### config.mk
export PLATFORM = sky130hd
export DESIGN_NAME = dmem_arbiter_flat
export DESIGN_NICKNAME = d
export VERILOG_FILES = /design/src/rtl/arb_pkg.sv /design/src/rtl/dmem_arbiter_if.sv /design/src/rtl/dmem_arbiter.sv /design/src/flat_wrapper.sv
export SDC_FILE = /design/constraint.sdc
export NUM_CORES = 1
export LEC_CHECK = 0
export ABC_AREA = 1
export CORE_AREA = 3 3 115 117
export CTS_BUF_LIST = sky130_fd_sc_hd__clkbuf_8
export DETAILED_ROUTE_END_ITERATION = 8
export DIE_AREA = 0 0 118 120
export PLACE_DENSITY = 0.61
export SETUP_SLACK_MARGIN = 0.3
export SLEW_MARGIN = 25
export SYNTH_ARGS = -nofsm -noshare
export SYNTH_HDL_FRONTEND = slang
export SYNTH_SLANG_ARGS = --single-unit
### constraint.sdc
create_clock -name clk -period 1.6 [get_ports clk]
set_input_delay 0.24 -clock clk [delete_from_list [all_inputs] [get_ports clk]]
set_output_delay 0.24 -clock clk [all_outputs]
set_load 0.02 [all_outputs]
### src/rtl/arb_pkg.sv
// Shared types for the data-memory arbiter.
package arb_pkg;

  typedef enum logic [1:0] {
    S_CPU     = 2'd0,
    S_EXT     = 2'd1,
    S_HANDOFF = 2'd2
  } arbState_t;

endpackage

### src/rtl/dmem_arbiter_if.sv
// Bus bundle between core, external requester and data memory.
// slave: the arbiter's view; master: the surrounding system's view.
interface dmem_arbiter_if #(
  parameter int unsigned ADDR_W = 32,
  parameter int unsigned DATA_W = 32
);
  logic              cpu_req;
  logic              cpu_we;
  logic [ADDR_W-1:0] cpu_addr;
  logic [DATA_W-1:0] cpu_wdata;
  logic [DATA_W-1:0] cpu_rdata;
  logic              cpu_stall;
  logic              ext_valid;
  logic              ext_we;
  logic [ADDR_W-1:0] ext_addr;
  logic [DATA_W-1:0] ext_wdata;
  logic              ext_last;
  logic              ext_ready;
  logic [DATA_W-1:0] ext_rdata;
  logic              mem_we;
  logic [ADDR_W-1:0] mem_addr;
  logic [DATA_W-1:0] mem_wdata;
  logic [DATA_W-1:0] mem_rdata;
  logic              ext_owns;

  modport slave (
    input  cpu_req, cpu_we, cpu_addr, cpu_wdata,
    output cpu_rdata, cpu_stall,
    input  ext_valid, ext_we, ext_addr, ext_wdata, ext_last,
    output ext_ready, ext_rdata,
    output mem_we, mem_addr, mem_wdata,
    input  mem_rdata,
    output ext_owns
  );

  modport master (
    output cpu_req, cpu_we, cpu_addr, cpu_wdata,
    input  cpu_rdata, cpu_stall,
    output ext_valid, ext_we, ext_addr, ext_wdata, ext_last,
    input  ext_ready, ext_rdata,
    input  mem_we, mem_addr, mem_wdata,
    output mem_rdata,
    input  ext_owns
  );

endinterface

### src/rtl/dmem_arbiter.sv
// Arbitrates the single-port data memory between the core load/store path
// and an external burst requester, bounding core starvation during bursts.
module dmem_arbiter
  import arb_pkg::*;
#(
  parameter int unsigned ADDR_W   = 32,
  parameter int unsigned DATA_W   = 32,
  parameter int unsigned MAX_HOLD = 8,
  parameter int unsigned CNT_W    = 4
) (
  input logic           clk,
  input logic           areset,
  dmem_arbiter_if.slave bus
);

  localparam logic [CNT_W-1:0] HOLD_LIMIT = CNT_W'(MAX_HOLD - 1);

  arbState_t         state;
  arbState_t         nextState;
  logic [CNT_W-1:0]  holdCnt;
  logic [CNT_W-1:0]  nextHold;
  logic              cpuGrant;
  logic              extGrant;
  logic              memWe;
  logic [ADDR_W-1:0] memAddr;
  logic [DATA_W-1:0] memWdata;

  // State and hold counter register
  always_ff @(posedge clk) begin
    if (areset) begin
      state   <= S_CPU;
      holdCnt <= '0;
    end else begin
      state   <= nextState;
      holdCnt <= nextHold;
    end
  end

  // Grant decision, next state and hold counter update
  always_comb begin
    nextState = state;
    nextHold  = holdCnt;
    cpuGrant  = 1'b0;
    extGrant  = 1'b0;
    case (state)
      S_CPU: begin
        if (bus.cpu_req) begin
          cpuGrant = 1'b1;
        end else if (bus.ext_valid) begin
          extGrant = 1'b1;
          nextHold = '0;
          if (!bus.ext_last) nextState = S_EXT;
        end
      end
      S_EXT: begin
        if (bus.ext_valid) extGrant = 1'b1;
        else               cpuGrant = bus.cpu_req;
        // Burst end beats the handoff; otherwise count stalled cycles.
        if (bus.ext_valid && bus.ext_last) begin
          nextState = S_CPU;
          nextHold  = '0;
        end else if (bus.cpu_req && !cpuGrant) begin
          if (holdCnt == HOLD_LIMIT) begin
            nextState = S_HANDOFF;
            nextHold  = '0;
          end else begin
            nextHold = holdCnt + CNT_W'(1);
          end
        end else begin
          nextHold = '0;
        end
      end
      S_HANDOFF: begin
        cpuGrant  = bus.cpu_req;
        nextState = S_EXT;
        nextHold  = '0;
      end
      default: begin
        nextState = S_CPU;
        nextHold  = '0;
      end
    endcase
  end

  // Memory port mux driven by the granted requester
  always_comb begin
    memWe    = 1'b0;
    memAddr  = '0;
    memWdata = '0;
    if (cpuGrant) begin
      memWe    = bus.cpu_we;
      memAddr  = bus.cpu_addr;
      memWdata = bus.cpu_wdata;
    end else if (extGrant) begin
      memWe    = bus.ext_we;
      memAddr  = bus.ext_addr;
      memWdata = bus.ext_wdata;
    end
  end

  assign bus.mem_we    = memWe & ~areset;
  assign bus.mem_addr  = memAddr;
  assign bus.mem_wdata = memWdata;
  assign bus.ext_ready = extGrant & ~areset;
  assign bus.cpu_stall = bus.cpu_req & ~cpuGrant & ~areset;
  assign bus.cpu_rdata = bus.mem_rdata;
  assign bus.ext_rdata = bus.mem_rdata;
  assign bus.ext_owns  = (state != S_CPU);

endmodule

### src/flat_wrapper.sv
// flat-port wrapper written by rule: the top's interface ports become plain ports
module dmem_arbiter_flat import arb_pkg::*;
#(
  parameter int unsigned ADDR_W   = 32,
  parameter int unsigned DATA_W   = 32,
  parameter int unsigned MAX_HOLD = 8,
  parameter int unsigned CNT_W    = 4
)
  (clk, areset, bus_cpu_req, bus_cpu_we, bus_cpu_addr, bus_cpu_wdata, bus_cpu_rdata, bus_cpu_stall, bus_ext_valid, bus_ext_we, bus_ext_addr, bus_ext_wdata, bus_ext_last, bus_ext_ready, bus_ext_rdata, bus_mem_we, bus_mem_addr, bus_mem_wdata, bus_mem_rdata, bus_ext_owns);
  dmem_arbiter_if #(.ADDR_W(ADDR_W), .DATA_W(DATA_W)) bus_i ();
  input logic clk;
  input logic areset;
  input wire logic [$bits(bus_i.cpu_req)-1:0] bus_cpu_req;
  input wire logic [$bits(bus_i.cpu_we)-1:0] bus_cpu_we;
  input wire logic [$bits(bus_i.cpu_addr)-1:0] bus_cpu_addr;
  input wire logic [$bits(bus_i.cpu_wdata)-1:0] bus_cpu_wdata;
  output wire logic [$bits(bus_i.cpu_rdata)-1:0] bus_cpu_rdata;
  output wire logic [$bits(bus_i.cpu_stall)-1:0] bus_cpu_stall;
  input wire logic [$bits(bus_i.ext_valid)-1:0] bus_ext_valid;
  input wire logic [$bits(bus_i.ext_we)-1:0] bus_ext_we;
  input wire logic [$bits(bus_i.ext_addr)-1:0] bus_ext_addr;
  input wire logic [$bits(bus_i.ext_wdata)-1:0] bus_ext_wdata;
  input wire logic [$bits(bus_i.ext_last)-1:0] bus_ext_last;
  output wire logic [$bits(bus_i.ext_ready)-1:0] bus_ext_ready;
  output wire logic [$bits(bus_i.ext_rdata)-1:0] bus_ext_rdata;
  output wire logic [$bits(bus_i.mem_we)-1:0] bus_mem_we;
  output wire logic [$bits(bus_i.mem_addr)-1:0] bus_mem_addr;
  output wire logic [$bits(bus_i.mem_wdata)-1:0] bus_mem_wdata;
  input wire logic [$bits(bus_i.mem_rdata)-1:0] bus_mem_rdata;
  output wire logic [$bits(bus_i.ext_owns)-1:0] bus_ext_owns;
  assign bus_i.cpu_req = bus_cpu_req;
  assign bus_i.cpu_we = bus_cpu_we;
  assign bus_i.cpu_addr = bus_cpu_addr;
  assign bus_i.cpu_wdata = bus_cpu_wdata;
  assign bus_cpu_rdata = bus_i.cpu_rdata;
  assign bus_cpu_stall = bus_i.cpu_stall;
  assign bus_i.ext_valid = bus_ext_valid;
  assign bus_i.ext_we = bus_ext_we;
  assign bus_i.ext_addr = bus_ext_addr;
  assign bus_i.ext_wdata = bus_ext_wdata;
  assign bus_i.ext_last = bus_ext_last;
  assign bus_ext_ready = bus_i.ext_ready;
  assign bus_ext_rdata = bus_i.ext_rdata;
  assign bus_mem_we = bus_i.mem_we;
  assign bus_mem_addr = bus_i.mem_addr;
  assign bus_mem_wdata = bus_i.mem_wdata;
  assign bus_i.mem_rdata = bus_mem_rdata;
  assign bus_ext_owns = bus_i.ext_owns;
  dmem_arbiter #(.ADDR_W(ADDR_W), .DATA_W(DATA_W), .MAX_HOLD(MAX_HOLD), .CNT_W(CNT_W)) u_core (.clk(clk), .areset(areset), .bus(bus_i));
endmodule
==> impl_metrics.prom, run 1 <==
# TYPE chip_impl_metric gauge
chip_impl_info{name="setup.worst_path.start_class",value="register"} 1
chip_impl_metric{name="cp.required",unit="ps"} 1360
chip_impl_metric{name="mappedNetlistNets",unit=""} 510
chip_impl_metric{name="use_met2",unit="%"} 22.1
chip_impl_metric{name="period_minus_slack",unit="ps"} 1780
chip_impl_metric{name="path_buf_inv",unit=""} 4
chip_impl_metric{name="wl_per_cell",unit="um"} 15.5
chip_impl_metric{name="grt_pass1_wl",unit="mm"} 14.8
chip_impl_metric{name="rows",unit=""} 41
chip_impl_metric{name="drt_first_iter_violations",unit=""} 111
chip_impl_info{name="run_status",value="finished, violations left"} 1
chip_impl_metric{name="routed-via-count",unit=""} 2731
chip_impl_metric{name="synth_seq_area_share",unit="%"} 6.17
chip_impl_metric{name="met3_usage",unit="%"} 4.71
chip_impl_metric{name="finalMaxSlewViolations",unit=""} 0
chip_impl_metric{name="grt-ovfl-total",unit=""} 0
chip_impl_metric{name="p_per_area",unit="mW/mm2"} 461
chip_impl_metric{name="floorplan_die_width",unit="um"} 118
chip_impl_metric{name="worst_slew_pin_slew",unit="ps"} 306
chip_impl_metric{name="gp_congestion",unit=""} 0.853
chip_impl_metric{name="floorplan.io_pins",unit=""} 299
chip_impl_metric{name="final.setup_skew",unit="ps"} 6.86
chip_impl_metric{name="finish.utilization",unit="%"} 38.8
chip_impl_metric{name="first_global_vias",unit=""} 2718
chip_impl_metric{name="syn_to_layout_area_delta",unit="%"} 148
chip_impl_info{name="violations",value="negative setup slack"} 1
chip_impl_metric{name="irDropWorstVdd",unit="V"} 0.000365
chip_impl_metric{name="remaining_drc_errors",unit=""} 0
chip_impl_metric{name="critical_path_depth",unit=""} 8
chip_impl_info{name="hold_path_class",value="input port to primary output"} 1
chip_impl_metric{name="fmaxAchievable",unit="GHz"} 0.561
chip_impl_info{name="worstSetupEndpointType",value="primary output"} 1
chip_impl_metric{name="fillers",unit=""} 1274
chip_impl_metric{name="floorplan.initialDensity",unit="%"} 15.6
chip_impl_metric{name="critical_path_peak_fanout",unit=""} 8
chip_impl_info{name="worstSetupPathType",value="register to primary output"} 1
chip_impl_metric{name="clk_path_buf_depth",unit=""} 2
chip_impl_metric{name="htreeDepth",unit=""} 1
chip_impl_metric{name="syn-cell-area",unit="mm2"} 0.00195
chip_impl_metric{name="p_leak",unit="nW"} 2.21
chip_impl_metric{name="port_buffers",unit=""} 202
chip_impl_metric{name="die_height",unit="um"} 120
chip_impl_info{name="cp_common_cell",value="buf_6"} 1
chip_impl_metric{name="cap_violations",unit=""} 0
chip_impl_metric{name="grt_start_max_net_pins",unit=""} 18
chip_impl_metric{name="clkLatencyLatePin",unit="ps"} 230
chip_impl_metric{name="post_route_cells_drive_above_1_share",unit="%"} 43.8
chip_impl_metric{name="maxSlewHeadroom",unit="%"} 79.6
chip_impl_metric{name="final_antenna_net_count",unit=""} 0
chip_impl_metric{name="fp.coreArea",unit="mm2"} 0.0125
chip_impl_info{name="path_delay_family",value="buffers and inverters"} 1
chip_impl_info{name="worst_path_max_delay_cell",value="dfxtp_2"} 1
chip_impl_info{name="clock_tree.root_cell",value="clkbuf_8"} 1
chip_impl_metric{name="grtUsageTotal",unit="%"} 12.9
chip_impl_metric{name="worst-r2r-cell-count",unit=""} 8
chip_impl_info{name="tritoncts_clock_tree",value="yes"} 1
chip_impl_metric{name="ys_types",unit=""} 19
chip_impl_metric{name="synthesis.instances",unit=""} 342
chip_impl_metric{name="dr_pass1_iterations",unit=""} 4
chip_impl_metric{name="dp.final_hpwl",unit="mm"} 7.23
chip_impl_info{name="r2r-start",value="u_core.holdCnt[1]$_SDFFE_PP0P_"} 1
chip_impl_metric{name="dieArea",unit="mm2"} 0.0142
chip_impl_metric{name="finalPower",unit="mW"} 2.23
chip_impl_metric{name="placement.setup.worst_slack",unit="ps"} -891
chip_impl_metric{name="diodes",unit=""} 0
chip_impl_info{name="crit_end",value="bus_mem_addr[3]"} 1
chip_impl_metric{name="postSynthAreaPerCell",unit="um2"} 5.70
chip_impl_metric{name="reg2reg_setup_slack",unit="ps"} 410
chip_impl_metric{name="yosys_warnings",unit=""} 0
chip_impl_metric{name="routed_wirelength",unit="mm"} 10.5
chip_impl_info{name="startpoint",value="u_core.state[0]$_SDFFE_PP0P_"} 1
chip_impl_metric{name="tritoncts_sink_count",unit=""} 6
chip_impl_metric{name="cp_slowest_stage_delay",unit="ps"} 350
chip_impl_metric{name="worst_setup_hold_path_clk_slew",unit="ps"} 40
chip_impl_metric{name="cp_data_arrival_time",unit="ps"} 1540
chip_impl_info{name="cp_cell_sequence",value="nor2_4 -> nor3_4 -> buf_4 -> buf_6 -> buf_16 -> nand2_1 -> o21ai_2 -> buf_6"} 1
chip_impl_metric{name="groute.layer.met1.usage",unit="%"} 16.0
chip_impl_metric{name="hold_violations",unit=""} 0
chip_impl_info{name="timing.rr.end",value="u_core.state[0]$_SDFFE_PP0P_"} 1
chip_impl_metric{name="route.detailed.vias_per_inst",unit=""} 4.04
chip_impl_metric{name="initial_antenna_violation_count",unit=""} 0
chip_impl_metric{name="synth.ff_latch_count",unit=""} 6
chip_impl_metric{name="final-setup-viol-count",unit=""} 66
chip_impl_metric{name="final_critical_path_setup_slack",unit="ps"} -184
chip_impl_info{name="top_usage_layer",value="met2"} 1
chip_impl_metric{name="cts_inserted_buffers",unit=""} 3
chip_impl_metric{name="layout_net_count",unit=""} 674
chip_impl_metric{name="layout_worst_path_cycle_share",unit="%"} 111
chip_impl_info{name="rsz_0062_raised_after_global_routing",value="yes"} 1
how the worst min path moves through the flow:
| stage | start | endpoint | slack [ps] | cells past startpoint |
|---|---|---|---|---|
| after global placement | u_core.holdCnt[1]$_SDFFE_PP0P_ | u_core.holdCnt[1]$_SDFFE_PP0P_ | 470 | 2 |
| after detailed placement | u_core.holdCnt[1]$_SDFFE_PP0P_ | u_core.holdCnt[1]$_SDFFE_PP0P_ | 480 | 2 |
| after global routing | bus_mem_rdata[4] | bus_ext_rdata[4] | 480 | 0 |
| after CTS | bus_mem_rdata[31] | bus_cpu_rdata[31] | 480 | 0 |
| after floorplan | areset | u_core.holdCnt[1]$_SDFFE_PP0P_ | 310 | 1 |
| final | bus_mem_rdata[20] | bus_cpu_rdata[20] | 480 | 0 |
flip-flops by register name, indices dropped and copies added (netlist names):
signal,count
u_core.holdCnt,4
u_core.state,2
power breakdown:
group	total (mW)	leakage [nW]	internal (mW)	switching, mW
Clock	0.237	0.0216	0.162	0.0744
Combinational	1.83	2.14	0.997	0.837
Sequential	0.156	0.0502	0.152	0.00346
Total	2.23	2.21	1.31	0.915
metrics by stage:
step	cells	TNS (ps)	area (um2)	hold WS (ps)
3_5_place_dp	655	-56300	4000	480
3_3_place_gp	655	-54810	4000	475
5_1_grt	676	-13330	4830	480
2_1_floorplan	342	0	2150	309
4_1_cts	672	-8110	4430	480
6_report	676	-8940	4830	480
cell families (layout without fill, tap and decap cells):
| kind of cell | after synthesis | in the layout | synth area share [%] |
|---|---|---|---|
| simple gates | 109 | 109 | 21.8 |
| fa+ha+maj | 1 | 1 | 0.642 |
| buf+inv | 155 | 317 | 45.0 |
| flops | 6 | 6 | 6.17 |
| compound gates | 71 | 71 | 26.3 |
metal layers:
metal  vias to the layer above  wire length [um]  part of all wire, %
li1                       1291                 -                    -
met1                      1249              4240                   41
met2                       179              5170                   50
met3                        12               934                  8.9
met4                         0                97                 0.93
met5                         -                 0                    0
area by class of cell:
type	instances	area, um2	area share, %
Timing Repair Buffer	237	2660	55.0
Tap cell	172	215	4.45
Clock buffer	3	41.3	0.855
Sequential cell	6	126	2.62
Inverter	77	292	6.03
Multi-Input combinational cell	181	1500	31.0
placed cells by master, fill, tap and decap left out, types with 4 or more instances in the layout:
cell / count
clkdlybuf4s50_1: 131
inv_1: 73
buf_6: 73
nand2_1: 49
o21ai_4: 32
o21ai_2: 30
nand2_2: 23
nand2_4: 15
nor2_1: 12
buf_4: 11
buf_12: 7
buf_16: 5
nand3_1: 4
buf_8: 4
cell usage after synthesis:
library cell | number | share of area [%]
ha_1 | 1 | 0.64
nand3_1 | 4 | 1.0
buf_6 | 5 | 2.9
clkbuf_1 | 1 | 0.19
a21oi_1 | 2 | 0.51
nand2_1 | 87 | 17
inv_1 | 77 | 15
dfxtp_1 | 6 | 6.2
clkbuf_2 | 1 | 0.26
o21ai_2 | 40 | 18
o21ai_0 | 19 | 4.9
o21ai_1 | 9 | 2.3
a31oi_2 | 1 | 0.64
nor2_1 | 15 | 2.9
nor3_2 | 1 | 0.51
buf_2 | 4 | 1.0
nor2_2 | 1 | 0.32
nor4_1 | 1 | 0.32
buf_4 | 67 | 26
repair_timing:
| item | 4_1_cts | 5_1_grt |
|---|---|---|
| setup buffers | 9 | 1 |
| setup endpoints to repair | 69 | 71 |
| cloned | 5 | 3 |
| pin swaps | 7 | 4 |
| hold buffers | 0 | 0 |
| gates resized for setup | 454 | 85 |
(Power assumes the default switching activity.)
==> run 2, diff against run 1 <==
--- a/config.mk
+++ b/config.mk
@@ -12,6 +12,7 @@
 export DIE_AREA = 0 0 118 120
 export PLACE_DENSITY = 0.61
 export SETUP_SLACK_MARGIN = 0.3
+export SKIP_CTS_REPAIR_TIMING = 1
 export SLEW_MARGIN = 25
 export SYNTH_ARGS = -nofsm -noshare
 export SYNTH_HDL_FRONTEND = slang
==> impl_metrics.prom, run 2 (synthesis results as in run 1) <==
# TYPE chip_impl_metric gauge
chip_impl_metric{name="gp_congestion",unit=""} 0.853
chip_impl_info{name="final_cell_mix",value="clkdlybuf4s50_1, inv_1, buf_6"} 1
chip_impl_metric{name="dp.final_hpwl",unit="mm"} 7.23
chip_impl_metric{name="final.setup_skew",unit="ps"} 6.09
chip_impl_metric{name="grtUsageTotal",unit="%"} 11.1
chip_impl_metric{name="finalSetupTns",unit="ps"} -8140
chip_impl_metric{name="port_buffers",unit=""} 202
chip_impl_info{name="worstSetupPathType",value="register to primary output"} 1
chip_impl_metric{name="final-setup-viol-count",unit=""} 65
chip_impl_metric{name="wl_per_cell",unit="um"} 15.4
chip_impl_metric{name="cp.required",unit="ps"} 1360
chip_impl_metric{name="syn_to_layout_area_delta",unit="%"} 140
chip_impl_metric{name="htreeDepth",unit=""} 1
chip_impl_metric{name="first_global_vias",unit=""} 2519
chip_impl_metric{name="floorplan_die_width",unit="um"} 118
chip_impl_metric{name="fp.coreArea",unit="mm2"} 0.0125
chip_impl_metric{name="post_route_cells_drive_above_1_share",unit="%"} 44.2
chip_impl_metric{name="hold_violations",unit=""} 0
chip_impl_metric{name="fmaxAchievable",unit="GHz"} 0.569
chip_impl_metric{name="worst_slew_pin_slew",unit="ps"} 284
chip_impl_metric{name="final_antenna_net_count",unit=""} 0
chip_impl_metric{name="floorplan.initialDensity",unit="%"} 15.6
chip_impl_info{name="largest-register",value="u_core.holdCnt"} 1
chip_impl_metric{name="period_minus_slack",unit="ps"} 1760
chip_impl_info{name="final_common_cell",value="clkdlybuf4s50_1"} 1
chip_impl_metric{name="diodes",unit=""} 0
chip_impl_metric{name="p_leak",unit="nW"} 2.13
chip_impl_metric{name="worst_setup_hold_path_clk_slew",unit="ps"} 40
chip_impl_metric{name="die_height",unit="um"} 120
chip_impl_info{name="setup.worst_path.start_class",value="register"} 1
chip_impl_metric{name="cap_violations",unit=""} 0
chip_impl_metric{name="maxSlewHeadroom",unit="%"} 80.9
chip_impl_metric{name="grt_pass1_wl",unit="mm"} 13.1
chip_impl_metric{name="floorplan.io_pins",unit=""} 299
chip_impl_info{name="violations",value="negative setup slack"} 1
chip_impl_metric{name="remaining_drc_errors",unit=""} 0
chip_impl_metric{name="clk_path_buf_depth",unit=""} 2
chip_impl_metric{name="cp_data_arrival_time",unit="ps"} 1520
chip_impl_metric{name="finalMaxSlewViolations",unit=""} 0
chip_impl_metric{name="p_per_area",unit="mW/mm2"} 459
chip_impl_metric{name="dieArea",unit="mm2"} 0.0142
chip_impl_metric{name="placed_area",unit="mm2"} 0.00400
chip_impl_metric{name="cts_inserted_buffers",unit=""} 3
chip_impl_info{name="hold_path_class",value="input port to primary output"} 1
chip_impl_metric{name="grt-ovfl-total",unit=""} 0
chip_impl_metric{name="drt_first_iter_violations",unit=""} 72
chip_impl_info{name="worstSetupEndpointType",value="primary output"} 1
chip_impl_metric{name="layout_worst_path_cycle_share",unit="%"} 110
chip_impl_metric{name="largest_register_ffs",unit=""} 4
chip_impl_metric{name="layout_net_count",unit=""} 672
chip_impl_info{name="clock_tree.root_cell",value="clkbuf_8"} 1
chip_impl_metric{name="final_design_area_no_fill",unit="mm2"} 0.00467
chip_impl_metric{name="irDropWorstVdd",unit="V"} 0.000314
chip_impl_metric{name="initial_antenna_violation_count",unit=""} 0
chip_impl_metric{name="tritoncts_sink_count",unit=""} 6
chip_impl_info{name="tritoncts_clock_tree",value="yes"} 1
chip_impl_metric{name="grt_start_max_net_pins",unit=""} 34
chip_impl_metric{name="final_critical_path_setup_slack",unit="ps"} -159
chip_impl_metric{name="route.detailed.vias_per_inst",unit=""} 3.95
chip_impl_metric{name="routed-via-count",unit=""} 2664
chip_impl_metric{name="fillers",unit=""} 1307
chip_impl_metric{name="rows",unit=""} 41
chip_impl_info{name="largest_registers_in_the_final_layout",value="u_core.holdCnt (4), u_core.state (2)"} 1
chip_impl_info{name="rsz_0062_raised_after_global_routing",value="yes"} 1
chip_impl_metric{name="critical_path_peak_fanout",unit=""} 8
chip_impl_metric{name="clkLatencyLatePin",unit="ps"} 230
chip_impl_info{name="run_status",value="finished, violations left"} 1
chip_impl_metric{name="dr_pass1_iterations",unit=""} 7
chip_impl_metric{name="routed_wirelength",unit="mm"} 10.4
## run 2: cell count changes in the layout (fill, tap and decap cells not counted), sizes merged
cell	before	now
buf	100	92
clkbuf	6	12
clkdlybuf4s15	2	0
dlymetal6s2s	0	2
clkdlybuf4s50	131	132
dlygate4sd2	1	0
## run 2: where the power goes
group | switching, mW | internal [mW]
Clock | 0.0736 | 0.162
Combinational | 0.804 | 0.950
Sequential | 0.00340 | 0.152
## run 2: critical path, cell delays in order (launching register included)
cell and delay [ps]:
dfxtp_2 350, nor2_4 60, nor3_4 240, buf_6 190
clkbuf_16 170, nand2_2 50, o21ai_2 80, buf_6 140
## run 2: final timing paths
check / slack, ps / cells after the start / end / from
worst min-delay path: 480 / 0 / bus_cpu_rdata[20] / bus_mem_rdata[20]
worst max register to register: 390 / 7 / u_core.state[1]$_SDFFE_PP0P_ / u_core.state[1]$_SDFFE_PP0P_
worst min register to register: 480 / 2 / u_core.holdCnt[1]$_SDFFE_PP0P_ / u_core.holdCnt[1]$_SDFFE_PP0P_
worst max-delay path: -160 / 7 / bus_mem_wdata[8] / u_core.state[0]$_SDFFE_PP0P_
## run 2: metal layers
layer	up-vias	wire length (um)	track usage [%]
met5	-	0	0
met4	0	87	1.83
met3	10	911	4.81
met2	174	5050	18.9
met1	1199	4350	13.2
li1	1281	-	-
## run 2: area by class of cell
class	count	area, um2	area share, %
Clock buffer	3	41.3	0.884
Sequential cell	6	125	2.68
Multi-Input combinational cell	181	1410	30.3
Inverter	77	289	6.19
Timing Repair Buffer	235	2590	55.4
Tap cell	172	215	4.61
## run 2: per-stage QoR
step | total power [mW] | std cells | utilization, % | worst slack (ps) | hold slack (ps)
3_5_place_dp | 1.60 | 655 | 32.1 | -891 | 480
3_3_place_gp | 1.59 | 655 | 32.1 | -868 | 475
5_1_grt | 2.26 | 674 | 37.5 | -231 | 480
2_1_floorplan | 1.05 | 342 | - | 168 | 309
6_report | 2.15 | 674 | 37.5 | -159 | 480
4_1_cts | 1.85 | 658 | 32.4 | -935 | 480
